==> src/rtl/result_display_scan.sv <==
// Two-digit sign-magnitude result display with multiplexed digit scan.
// Captures a strobed result and refreshes units/sign digits alternately.
module result_display_scan #(
  parameter int REFRESH_DIV = 50000
) (
  input  logic       clk,
  input  logic       rst,
  input  logic [4:0] result_in,
  input  logic       result_valid,
  output logic [6:0] seg,
  output logic [1:0] an,
  output logic       dp_n,
  output logic       shown
);

  localparam int CW = (REFRESH_DIV > 2) ? $clog2(REFRESH_DIV) : 1;
  localparam logic [6:0] BLANK = 7'h7F;
  localparam logic [6:0] MINUS = 7'b0111111;
  localparam logic [6:0] ERR_E = 7'b0000110;

  typedef enum logic {DIG0, DIG1} state_t;

  state_t      state;
  state_t      state_nx;
  logic [CW-1:0] cnt;
  logic        wrap;
  logic [4:0]  hold;
  logic [4:0]  hold_nx;
  logic        shown_nx;
  logic [6:0]  seg_d;
  logic [1:0]  an_d;

  function automatic logic [6:0] glyph(input logic [3:0] mag);
    logic [6:0] g;
    case (mag)
      4'd0:    g = 7'h40;
      4'd1:    g = 7'h79;
      4'd2:    g = 7'h24;
      4'd3:    g = 7'h30;
      4'd4:    g = 7'h19;
      4'd5:    g = 7'h12;
      4'd6:    g = 7'h02;
      4'd7:    g = 7'h78;
      4'd8:    g = 7'h00;
      4'd9:    g = 7'h10;
      default: g = ERR_E;
    endcase
    return g;
  endfunction

  assign wrap = (cnt == CW'(REFRESH_DIV - 1));

  always_ff @(posedge clk) begin
    if (rst) state <= DIG0;
    else     state <= state_nx;
  end

  always_comb begin
    state_nx = state;
    if (wrap) begin
      unique case (state)
        DIG0: state_nx = DIG1;
        DIG1: state_nx = DIG0;
      endcase
    end
  end

  always_ff @(posedge clk) begin
    if (rst) begin
      cnt   <= '0;
      hold  <= 5'b0;
      shown <= 1'b0;
    end else begin
      cnt   <= wrap ? '0 : cnt + CW'(1);
      hold  <= hold_nx;
      shown <= shown_nx;
    end
  end

  // Outputs are computed from next-state values so they line up with the regs
  always_comb begin
    hold_nx  = result_valid ? result_in : hold;
    shown_nx = shown | result_valid;
    seg_d    = BLANK;
    an_d     = 2'b11;
    if (shown_nx) begin
      unique case (state_nx)
        DIG0: begin
          an_d  = 2'b10;
          seg_d = glyph(hold_nx[3:0]);
        end
        DIG1: begin
          an_d  = 2'b01;
          seg_d = (hold_nx[4] && hold_nx[3:0] != 4'd0) ? MINUS : BLANK;
        end
      endcase
    end
  end

  always_ff @(posedge clk) begin
    if (rst) begin
      seg  <= BLANK;
      an   <= 2'b11;
      dp_n <= 1'b1;
    end else begin
      seg  <= seg_d;
      an   <= an_d;
      dp_n <= 1'b1;
    end
  end

endmodule

==> config.mk <==
export PLATFORM = sky130hd
export DESIGN_NAME = result_display_scan
export DESIGN_NICKNAME = d
export VERILOG_FILES = /design/src/rtl/result_display_scan.sv
export SDC_FILE = /design/constraint.sdc
export NUM_CORES = 1
export LEC_CHECK = 0
export CAP_MARGIN = 20
export CORE_UTILIZATION = 35
export CTS_BUF_LIST = sky130_fd_sc_hd__clkbuf_16
export DETAILED_ROUTE_END_ITERATION = 6
export GPL_TIMING_DRIVEN = 0
export SLEW_MARGIN = 20
export SYNTH_ARGS = -nofsm -noshare
export SYNTH_HDL_FRONTEND = slang
export SYNTH_SLANG_ARGS = --single-unit
==> constraint.sdc <==
create_clock -name clk -period 1.68 [get_ports clk]
set_input_delay 0.168 -clock clk [delete_from_list [all_inputs] [get_ports clk]]
set_output_delay 0.168 -clock clk [all_outputs]
set_load 0.02 [all_outputs]
Word-level counts from Yosys, hierarchy flattened
Memories as Yosys holds them, arrays and structs flattened.
Index checks and enable logic that the tools add are counted.
{"block": "totals", "register_bits": 32, "memories": 1, "ram_bits": 0, "latch_bits": 0, "elab_cells": 23, "out_inout_bits": 11, "romBits": 112}
{"block": "op_classes", "n_eq_ne": 1, "n_shift": 0, "magnitude_cmp": 0, "bitwise": 4, "reduce_logical": 4, "multipliers": 0, "addsub": 1, "n_mux": 6, "div": 0}
{"name": "(no name shown)", "depth": 16, "word_bits": 7, "rd": 1, "rd_ports_with_merged_regs": 0, "write_ports": 0, "line": "35", "text": "case (mag)"}
{"operator": "$add A16 B1 Y16 const B", "n": 1}
{"operator": "$eq A16 B16 Y1 const B", "n": 1}
{"operator": "$pmux W7 S2", "n": 1}
{"operator": "$mux W7", "n": 1}
{"operator": "$mux W5", "n": 1}
{"operator": "$pmux W2 S2", "n": 1}
{"operator": "$reduce_bool A4 Y1", "n": 1}
{"operator": "$reduce_or A2 Y1", "n": 2}
{"operator": "$not A1 Y1", "n": 3}
{"operator": "$pmux W1 S2", "n": 1}
{"operator": "$logic_and A1 B1 Y1", "n": 1}
{"operator": "$mux W1", "n": 1}
{"operator": "$or A1 B1 Y1", "n": 1}

Depth between registers and ports, before layout
Gate-level depths: netlist of the first run.
{"block": "depth", "word_depth": 5, "mapped_depth": 8, "mapped_depth_nobuf": 7}

Worst setup path before layout of the first run
No wires, ideal clock.
{"block": "synth_timing", "path_type": "in2reg", "start": "input result_valid", "end": "register seg[6]", "arrival_time_ns": 1.531, "cell_stages": 7, "n_path_buf": 1, "setup_slack_ns": 0.028, "required_ns": 1.559, "path_cell_list": "buf_2 mux2i_1 inv_1 ha_1 mux2i_1 o21ai_0 mux2_2"}
{"block": "synth_via", "elab_chain_len": 5, "word_cells_on_any_way": 9}
{"element": "start: declaration", "line": "9", "text": "input logic result_valid,"}
{"element": "$mux W5 *", "line": "82", "text": "hold_nx = result_valid ? result_in : hold;"}
{"element": "named net hold_nx[1]", "line": "28", "text": "logic [4:0] hold_nx;"}
{"element": "branches (longest 3 deep; another with $mem_v2 Z16 W7)"}
{"element": "$pmux W7 S2 *", "line": "87", "text": "unique case (state_nx)"}
{"element": "end signal: assignment", "line": "106", "text": "seg <= seg_d;"}
{"element": "end: declaration", "line": "10", "text": "output logic [6:0] seg,"}
Mark *: on every way through the listed nets, which the timed path passes.
A chain may end at the register's enable or synchronous reset.

Final worst setup path of the first run
{"block": "layout_timing", "start": "register cnt[4]", "end": "register cnt[15]"}
{"block": "layout_via", "elab_chain_len": 2, "word_cells_on_any_way": 3}
{"element": "start: declaration", "line": "25", "text": "logic [CW-1:0] cnt;"}
{"element": "start signal: assignment", "line": "74", "text": "cnt <= wrap ? '0 : cnt + CW'(1);"}
{"element": "branches (longest 2 deep; another with $add A16 B1 Y16)"}
Several ways; the timed one is not identified.

==> results of run 1 <==
## flip-flops by register name, summed over array words and instances (netlist names)
signal and count:
an 2, cnt 16, hold 5, seg 7, shown 1, state 1
## final cells by class
class	count	area, um2
Clock buffer	5	125.1
Sequential cell	32	661.9
Clock inverter	3	11.26
Inverter	7	26.28
Tap cell	48	60.06
Timing Repair Buffer	19	183.9
Buffer	6	30.03
Fill cell	352	1859
Multi-Input combinational cell	108	840.8
## cells in the mapped netlist, drive strengths merged
master,number,area share
nand2,9,0.024
mux2,2,0.016
buf,4,0.016
xor2,3,0.018
nor2,23,0.060
ha,6,0.053
clkbuf,3,0.0079
o21ai,6,0.021
and3,2,0.0088
nand4,4,0.018
nor4bb,2,0.014
nor3,2,0.0070
nand3b,2,0.011
nor4,4,0.018
or3,1,0.0044
mux2i,10,0.070
a21oi,4,0.014
a31oi,2,0.0088
inv,7,0.018
o211ai,2,0.011
xnor2,10,0.061
nand2b,1,0.0044
or4,1,0.0079
nor4b,1,0.0061
nand3,10,0.053
conb,1,0.0026
dfxtp,32,0.45
## cell families after synthesis
| kind of cell | Yosys count |
|---|---|
| other | 1 |
| multiplexers | 12 |
| buffers and inverters | 14 |
| adder cells (fa/ha/maj) | 6 |
| AND/OR/NAND/NOR | 62 |
| AO/OA/AOI/OAI | 14 |
| XOR/XNOR | 13 |
| flip-flops | 32 |
## metal layers
layer,global-route usage,wire length [um]
met1,0.1547,1192
met3,0.04655,95
met5,0,0
met4,0.04891,0
met2,0.2526,1522
## worst paths after layout
kind                     startpoint                  to  slack (ns)  cells past startpoint
setup / recovery  cnt[4]$_SDFF_PP0_  cnt[15]$_SDFF_PP0_        0.07                      4
hold / removal                  rst  hold[1]$_SDFF_PP0_        0.26                      2
setup reg to reg  cnt[4]$_SDFF_PP0_  cnt[15]$_SDFF_PP0_        0.07                      4
hold reg to reg   cnt[0]$_SDFF_PP0_   cnt[0]$_SDFF_PP0_        0.45                      1
## report_power, final
| group | total, mW | internal, mW | switching (mW) |
|---|---|---|---|
| logic | 0.209 | 0.0991 | 0.110 |
| registers | 0.810 | 0.791 | 0.0185 |
| clock network | 0.811 | 0.530 | 0.281 |
## per-stage QoR
stage,instances,setup TNS [ns],setup slack (ns),total power [mW]
after floorplan,154,0,0.02795,0.9461
after global placement,217,-3.106,-0.3486,1.016
after detailed placement,217,-3.828,-0.3968,1.022
after CTS,228,0,0.01137,1.854
after global routing,228,-0.006606,-0.006606,1.912
final,228,0,0.06503,1.830
## what timing repair did
item | 4_1_cts | 5_1_grt
hold buffers | 0 | 0
resized for setup | 9 | 22
gates cloned | 0 | 0
pin swaps | 3 | 1
buffers inserted | 4 | 0
endpoints found under the setup margin | 19 | 21
==> impl_metrics.json, run 1 <==
{
  "status": "completed",
  "routedWlPerCell_um": 12.32,
  "io_buffers": 15,
  "max_freq_mhz": 619.2,
  "path_cells": "nand3_4 -> or4_4 -> or3_1 -> a21oi_1",
  "grt_pass1_vias": 1064,
  "dieArea_um2": 4342,
  "synthAdderAreaFrac": 0.05254,
  "synthToLayoutAreaGrowth_pct": 35.73,
  "crit_family": "simple AND/OR/NAND/NOR gates",
  "drt_iter0_markers": 40,
  "dp_hpwl_mm": 1.976,
  "avgSynthCellArea_um2": 9.278,
  "peakVddDrop_mv": 0.4510,
  "cp_slowest_cell": "or4_4",
  "crit_arrival_ns": 1.81,
  "cts_tree": "done",
  "synthDistinctLibCells": 29,
  "end_kind": "flip-flop",
  "place_area_um2": 1639,
  "maxCapViolations": 0,
  "synthMuxAreaShare": 0.08581,
  "synth_simple_gate_area_frac": 0.2347,
  "dr.pass1.iters": 4,
  "drc": 0,
  "syn_inst": 154,
  "grt_overflow": 0,
  "synth_xor_area_frac": 0.07968,
  "startpoint_type": "flip-flop",
  "viasPerCell": 4.851,
  "gp_congestion": 0.8002,
  "rows": 22,
  "start_util": 0.3762,
  "grt_pass1_wl_mm": 4.574,
  "cts-root-buf": "clkbuf_16",
  "ctsLongestPathBuffers": 2,
  "antenna_found_initial": 0,
  "syn-cell-area_um2": 1429,
  "yosys_register_bits": 32,
  "coreArea_um2": 3799,
  "synth-compound-area-share": 0.05429,
  "timing.final.crit_share": 0.9613,
  "num_io_pins": 19,
  "setup_viol": 0,
  "critPathRequiredTime_ns": 1.87,
  "hold_slack_ns": 0.2587,
  "nets": 193,
  "hold_class": "input port to flip-flop",
  "power_density_nw_per_um2": 943.4,
  "p_leak_nw": 0.7213,
  "criticalPathCategory": "flip-flop to flip-flop",
  "drive_gt1_frac": 0.2111,
  "vias": 1106,
  "wirelength_mm": 2.809,
  "track_usage": 0.1416,
  "clk_pin_slew_worst_paths_ns": 0.05,
  "tightest_slew_ns": 0.4963,
  "die_h_um": 65.90,
  "skew_ns": 0.004275,
  "die_width_um": 65.90,
  "path_buf_inv": 0,
  "clock_latency_ns": 0.27,
  "final_common_cell": "nor2_1",
  "slowest_delay_ns": 0.51,
  "synth.net_count": 168,
  "grt_max_degree": 11,
  "fin_crit_ns": 1.615,
  "cts_buffers": 5,
  "fin_util": 0.5105,
  "synth_top_family_by_area": "simple AND/OR/NAND/NOR gates",
  "synth.yosys.warnings": 0,
  "cts.sink_count": 32,
  "path_max_fanout": 5,
  "maxSlewHeadroom": 0.6596,
  "postRouteAntennaNets": 0,
  "final_cell_mix": "nor2_1, dfxtp_1, clkdlybuf4s50_1",
  "h-tree-depth": 2,
  "yosysSeqAreaShare": 0.4483,
  "design_area_um2": 1939,
  "slew_viol_final": 0,
  "num_antenna_cells": 0,
  "hold_viol_final": 0
}
Power figures use the tool's default switching activity.
==> run 2, diff against run 1 <==
PLACE_DENSITY_LB_ADDON = 0.3   (was default)
RECOVER_POWER = 100   (was default)
==> run 2 against run 1 <==
Against the previous run: utilization fell by 0.23 points; via count rose by 2.0%; routed wire length rose by 4.2%; power up 9.8%.
==> impl_metrics.json, run 2 (synthesized netlist as in run 1, its figures left out) <==
{
  "status": "completed",
  "min_to": "state$_SDFF_PP0_",
  "tns_ns": 0,
  "antenna_found_initial": 0,
  "timing.final.crit_share": 0.9743,
  "final_cell_mix": "nor2_1, dfxtp_1, dlygate4sd3_1",
  "drive_gt1_frac": 0.2022,
  "grt_pass1_vias": 1082,
  "hold_viol_final": 0,
  "skew_ns": 0.002657,
  "max_freq_mhz": 611.0,
  "startpoint_type": "flip-flop",
  "peakVddDrop_mv": 0.5870,
  "io_buffers": 15,
  "end_kind": "flip-flop",
  "maxSlewHeadroom": 0.6416,
  "r2r_slack_ns": 0.04,
  "postCtsHoldBufs": 0,
  "dr.pass1.iters": 4,
  "hold_class": "input port to flip-flop",
  "ctsLongestPathBuffers": 2,
  "path_cells": "nand2_2 -> or4_4 -> or3_1 -> a21oi_1",
  "place_ws_ns": -0.3654,
  "setup_viol": 0,
  "final_common_cell": "nor2_1",
  "die_h_um": 65.90,
  "crit_family": "simple AND/OR/NAND/NOR gates",
  "dp_hpwl_mm": 1.960,
  "critPathRequiredTime_ns": 1.88,
  "rows": 22,
  "largest_reg_flops": 16,
  "drt_iter0_markers": 40,
  "cts_buffers": 5,
  "drc": 0,
  "gp_congestion": 0.7780,
  "dieArea_um2": 4342,
  "num_io_pins": 19,
  "num_antenna_cells": 0,
  "reg2reg_from": "cnt[8]$_SDFF_PP0_",
  "coreArea_um2": 3799,
  "cts.sink_count": 32,
  "crit_arrival_ns": 1.84,
  "criticalPathCategory": "flip-flop to flip-flop",
  "postRouteAntennaNets": 0,
  "grt_overflow": 0,
  "synthToLayoutAreaGrowth_pct": 35.11,
  "postLayoutSetupSlackWorst_ns": 0.04322,
  "wirelength_mm": 2.928,
  "h-tree-depth": 2,
  "hold_path_depth": 2,
  "slew_viol_final": 0,
  "clock_latency_ns": 0.27,
  "slowest_delay_ns": 0.57,
  "clk_pin_slew_worst_paths_ns": 0.05,
  "path_buf_inv": 0,
  "maxCapViolations": 0,
  "rr_endpoint": "cnt[15]$_SDFF_PP0_",
  "top_regs": "cnt: 16 flops, seg: 7 flops, hold: 5 flops",
  "cp_slowest_cell": "or4_4",
  "grt_max_degree": 11,
  "dp_cells": 217,
  "cts-root-buf": "clkbuf_16",
  "holdCritStartpoint": "rst",
  "start_util": 0.3762,
  "largest_register": "cnt",
  "die_width_um": 65.90,
  "grt_pass1_wl_mm": 4.912,
  "cts_tree": "done",
  "routedWlPerCell_um": 12.96,
  "track_usage": 0.1545,
  "p_leak_nw": 0.6893,
  "viasPerCell": 4.991,
  "vias": 1128,
  "fin_crit_ns": 1.637,
  "power_density_nw_per_um2": 1040,
  "tightest_slew_ns": 0.5227,
  "nets": 191,
  "path_max_fanout": 5,
  "rr_worst_depth": 4,
  "final_cells": 226
}
==> run 2: changes by cell type in the layout (fill, tap and decap cells not counted), sizes merged <==
| cell | previous run | this run |
|---|---|---|
| buf | 8 | 5 |
| clkbuf | 7 | 8 |
| bufinv | 0 | 1 |
| clkinv | 1 | 2 |
| clkdlybuf4s50 | 15 | 3 |
| inv | 9 | 7 |
| dlygate4sd3 | 0 | 12 |
==> run 2: worst register-to-register path, stage by stage, from the launching register on <==
cell	delay, ns
dfxtp_1	0.40
nand2_2	0.12
or4_4	0.57
or3_1	0.32
a21oi_1	0.16
==> run 2: per-layer routing <==
layer / GRT usage / vias up / share of wire
met5: 0 / - / 0
met4: 0.06522 / 0 / 0.021
met3: 0.06207 / 9 / 0.052
met2: 0.2360 / 24 / 0.46
met1: 0.1899 / 522 / 0.47
li1: - / 573 / -
==> run 2: power by group <==
group | leakage, nW | internal (mW) | total [mW] | switching (mW)
logic | 0.343 | 0.0905 | 0.203 | 0.112
clock network | 0.0789 | 0.688 | 0.996 | 0.309
registers | 0.268 | 0.792 | 0.809 | 0.0167
total | 0.689 | 1.57 | 2.01 | 0.438
==> run 2: layout make-up <==
class | count | area (um2)
clock inverter | 3 | 37.54
clock buffer | 5 | 125.1
fill | 350 | 1868
multi-input combinational | 108 | 828.3
timing repair buffer | 17 | 165.2
tap | 48 | 60.06
buffer | 6 | 28.78
sequential | 32 | 659.4
inverter | 7 | 26.28
==> run 2: worst max-delay path by stage <==
| stage | from | cells past startpoint | slack (ns) | to |
|---|---|---|---|---|
| after floorplan | result_valid | 7 | 0.03 | seg[6]$_SDFF_PP1_ |
| after global placement | result_in[1] | 7 | -0.35 | seg[6]$_SDFF_PP1_ |
| after detailed placement | result_in[0] | 7 | -0.37 | seg[6]$_SDFF_PP1_ |
| after CTS | cnt[0]$_SDFF_PP0_ | 6 | 0.0008 | seg[4]$_SDFF_PP1_ |
| after global routing | cnt[14]$_SDFF_PP0_ | 5 | -0.04 | seg[4]$_SDFF_PP1_ |
| final | cnt[8]$_SDFF_PP0_ | 4 | 0.04 | cnt[15]$_SDFF_PP0_ |
==> run 2: timing repair <==
item,in CTS,in global routing
pin swaps,2,4
cloned,0,0
resized for setup,9,19
setup buffers,2,0
setup endpoints to repair,20,19
==> run 2: through the flow <==
stage,utilization,hold WS (ns),area [um2],power (mW)
after floorplan,-,0.3338,1429,0.9461
after global placement,0.4315,0.4436,1639,1.016
after detailed placement,0.4315,0.4562,1639,1.021
after CTS,0.4885,0.2851,1856,2.025
after global routing,0.5082,0.3120,1931,2.092
final,0.5082,0.2857,1931,2.008
==> run 3, diff against run 2 <==
CORE_ASPECT_RATIO = 2   (was default)
CORE_MARGIN = 5   (was default)
clock period = 1.3 ns   (was 1.68 ns; I/O delays follow)
==> run 3 against run 2 <==
Against the previous run: the flow now finishes with violations (setup timing); clock skew up 0.0025 ns; non-clock buffer count up 10; sequential share of layout area down 2.0 points; worst setup slack worse by 0.33 ns; maximum frequency up 2.9%; critical path depth up 1; cell count up 6.2%; via count up 5.7%; largest power group unchanged.
==> impl_metrics.json, run 3 (synthesized netlist as in run 1, its figures left out) <==
{
  "cts_tree": "done",
  "grt_overflow": 0,
  "violations": "setup timing",
  "maxCapViolations": 0,
  "num_antenna_cells": 0,
  "cts-root-buf": "clkbuf_16",
  "maxSlewHeadroom": 0.5739,
  "wirelength_mm": 3.422,
  "dp_hpwl_mm": 2.533,
  "vias": 1192,
  "drive_gt1_frac": 0.3138,
  "tns_ns": -5.189,
  "slew_viol_final": 0,
  "hold_viol_final": 0,
  "h-tree-depth": 2,
  "cts_buffers": 5,
  "status": "complete, but fails checks",
  "coreArea_um2": 4046,
  "fin_crit_ns": 1.590,
  "hold_slack_ns": 0.2115,
  "antenna_found_initial": 0,
  "crit_arrival_ns": 1.75,
  "path_max_fanout": 3,
  "skew_ns": 0.005135,
  "max_freq_mhz": 628.8,
  "largest_register": "cnt",
  "io_buffers": 15,
  "rsz0062_at_grt": "true",
  "critPathRequiredTime_ns": 1.46,
  "criticalPathCategory": "flip-flop to flip-flop",
  "largest_reg_flops": 16,
  "top_regs": "cnt: 16 flops, seg: 7 flops, hold: 5 flops",
  "grt_max_degree": 11,
  "clk_pin_slew_worst_paths_ns": 0.05,
  "routedWlPerCell_um": 14.26,
  "die_width_um": 55.18,
  "grt_pass1_wl_mm": 5.658,
  "place_ws_ns": -0.5927,
  "power_density_nw_per_um2": 1242,
  "cts.sink_count": 32,
  "peakVddDrop_mv": 0.8914,
  "fillers": 389,
  "end_kind": "flip-flop",
  "p_leak_nw": 0.7822,
  "dieArea_um2": 5538,
  "tightest_slew_ns": 0.6214,
  "timing.final.crit_share": 1.223,
  "clock_latency_ns": 0.27,
  "drc": 0,
  "viasPerCell": 4.967,
  "hold_class": "input port to flip-flop",
  "multi_input_area_um2": 880.8,
  "setup_viol": 25,
  "drt_iter0_markers": 5,
  "r2r_slack_ns": -0.29,
  "final_cell_mix": "nor2_1, dfxtp_1, buf_4, dlygate4sd2_1, xnor2_1",
  "postRouteAntennaNets": 0,
  "startpoint_type": "flip-flop",
  "die_h_um": 100.4,
  "start_util": 0.3531,
  "final_common_cell": "nor2_1",
  "synthToLayoutAreaGrowth_pct": 47.02,
  "postCtsHoldBufs": 0,
  "gp_congestion": 0.8511,
  "rows": 33,
  "ctsLongestPathBuffers": 2,
  "num_io_pins": 19,
  "nets": 201,
  "grt_pass1_vias": 1318,
  "seqCellArea_um2": 675.6,
  "postLayoutSetupSlackWorst_ns": -0.2903,
  "track_usage": 0.1423,
  "dr.pass1.iters": 4
}
[run 3: repair_timing]
| item | CTS | global route |
|---|---|---|
| gates cloned | 0 | 0 |
| pin swaps | 10 | 8 |
| gates resized for setup | 29 | 10 |
| setup endpoints to repair | 35 | 25 |
| buffers inserted | 4 | 7 |
[run 3: metrics by stage]
step | instances | utilization | power (mW) | instance area [um2]
floorplan | 154 | - | 1.237 | 1516
global placement | 221 | 0.4280 | 1.332 | 1732
detailed placement | 221 | 0.4280 | 1.345 | 1732
CTS | 233 | 0.4966 | 2.615 | 2009
global route | 240 | 0.5192 | 2.716 | 2101
finish | 240 | 0.5192 | 2.609 | 2101
[run 3: final cells by class]
class,instances,share of cell area
Tap cell,52,0.03097
Sequential cell,32,0.3216
Clock inverter,3,0.01787
Timing Repair Buffer,26,0.1126
Inverter,7,0.01251
Clock buffer,5,0.05956
Buffer,7,0.02561
Multi-Input combinational cell,108,0.4193
[run 3: path summary, 6_finish.rpt]
kind                      from           endpoint  cells after the start
max          cnt[4]$_SDFF_PP0_  seg[6]$_SDFF_PP1_                      5
max reg2reg  cnt[4]$_SDFF_PP0_  seg[6]$_SDFF_PP1_                      5
min                        rst   state$_SDFF_PP0_                      2
min reg2reg  cnt[0]$_SDFF_PP0_  cnt[0]$_SDFF_PP0_                      1
[run 3: layer usage]
metal,track usage,vias up,wire (um)
met3,0.03269,11,73
met5,0,-,0
met1,0.1192,565,1117
met4,0.07303,0,105
li1,-,594,-
met2,0.2774,22,2126
[run 3: report_power, final]
| group | internal (mW) | switching [mW] | total [mW] | leakage, nW |
|---|---|---|---|---|
| Sequential | 1.02 | 0.0225 | 1.04 | 0.271 |
| Clock | 0.888 | 0.395 | 1.28 | 0.0789 |
| Combinational | 0.129 | 0.158 | 0.287 | 0.432 |
| Total | 2.03 | 0.575 | 2.61 | 0.782 |
[run 3: worst max-delay path: stages, from the launching register on]
cell and delay (ns):
dfxtp_4 0.36, nor4bb_4 0.32, nand4_1 0.14, buf_6 0.17
xnor2_4 0.17, mux2_4 0.31
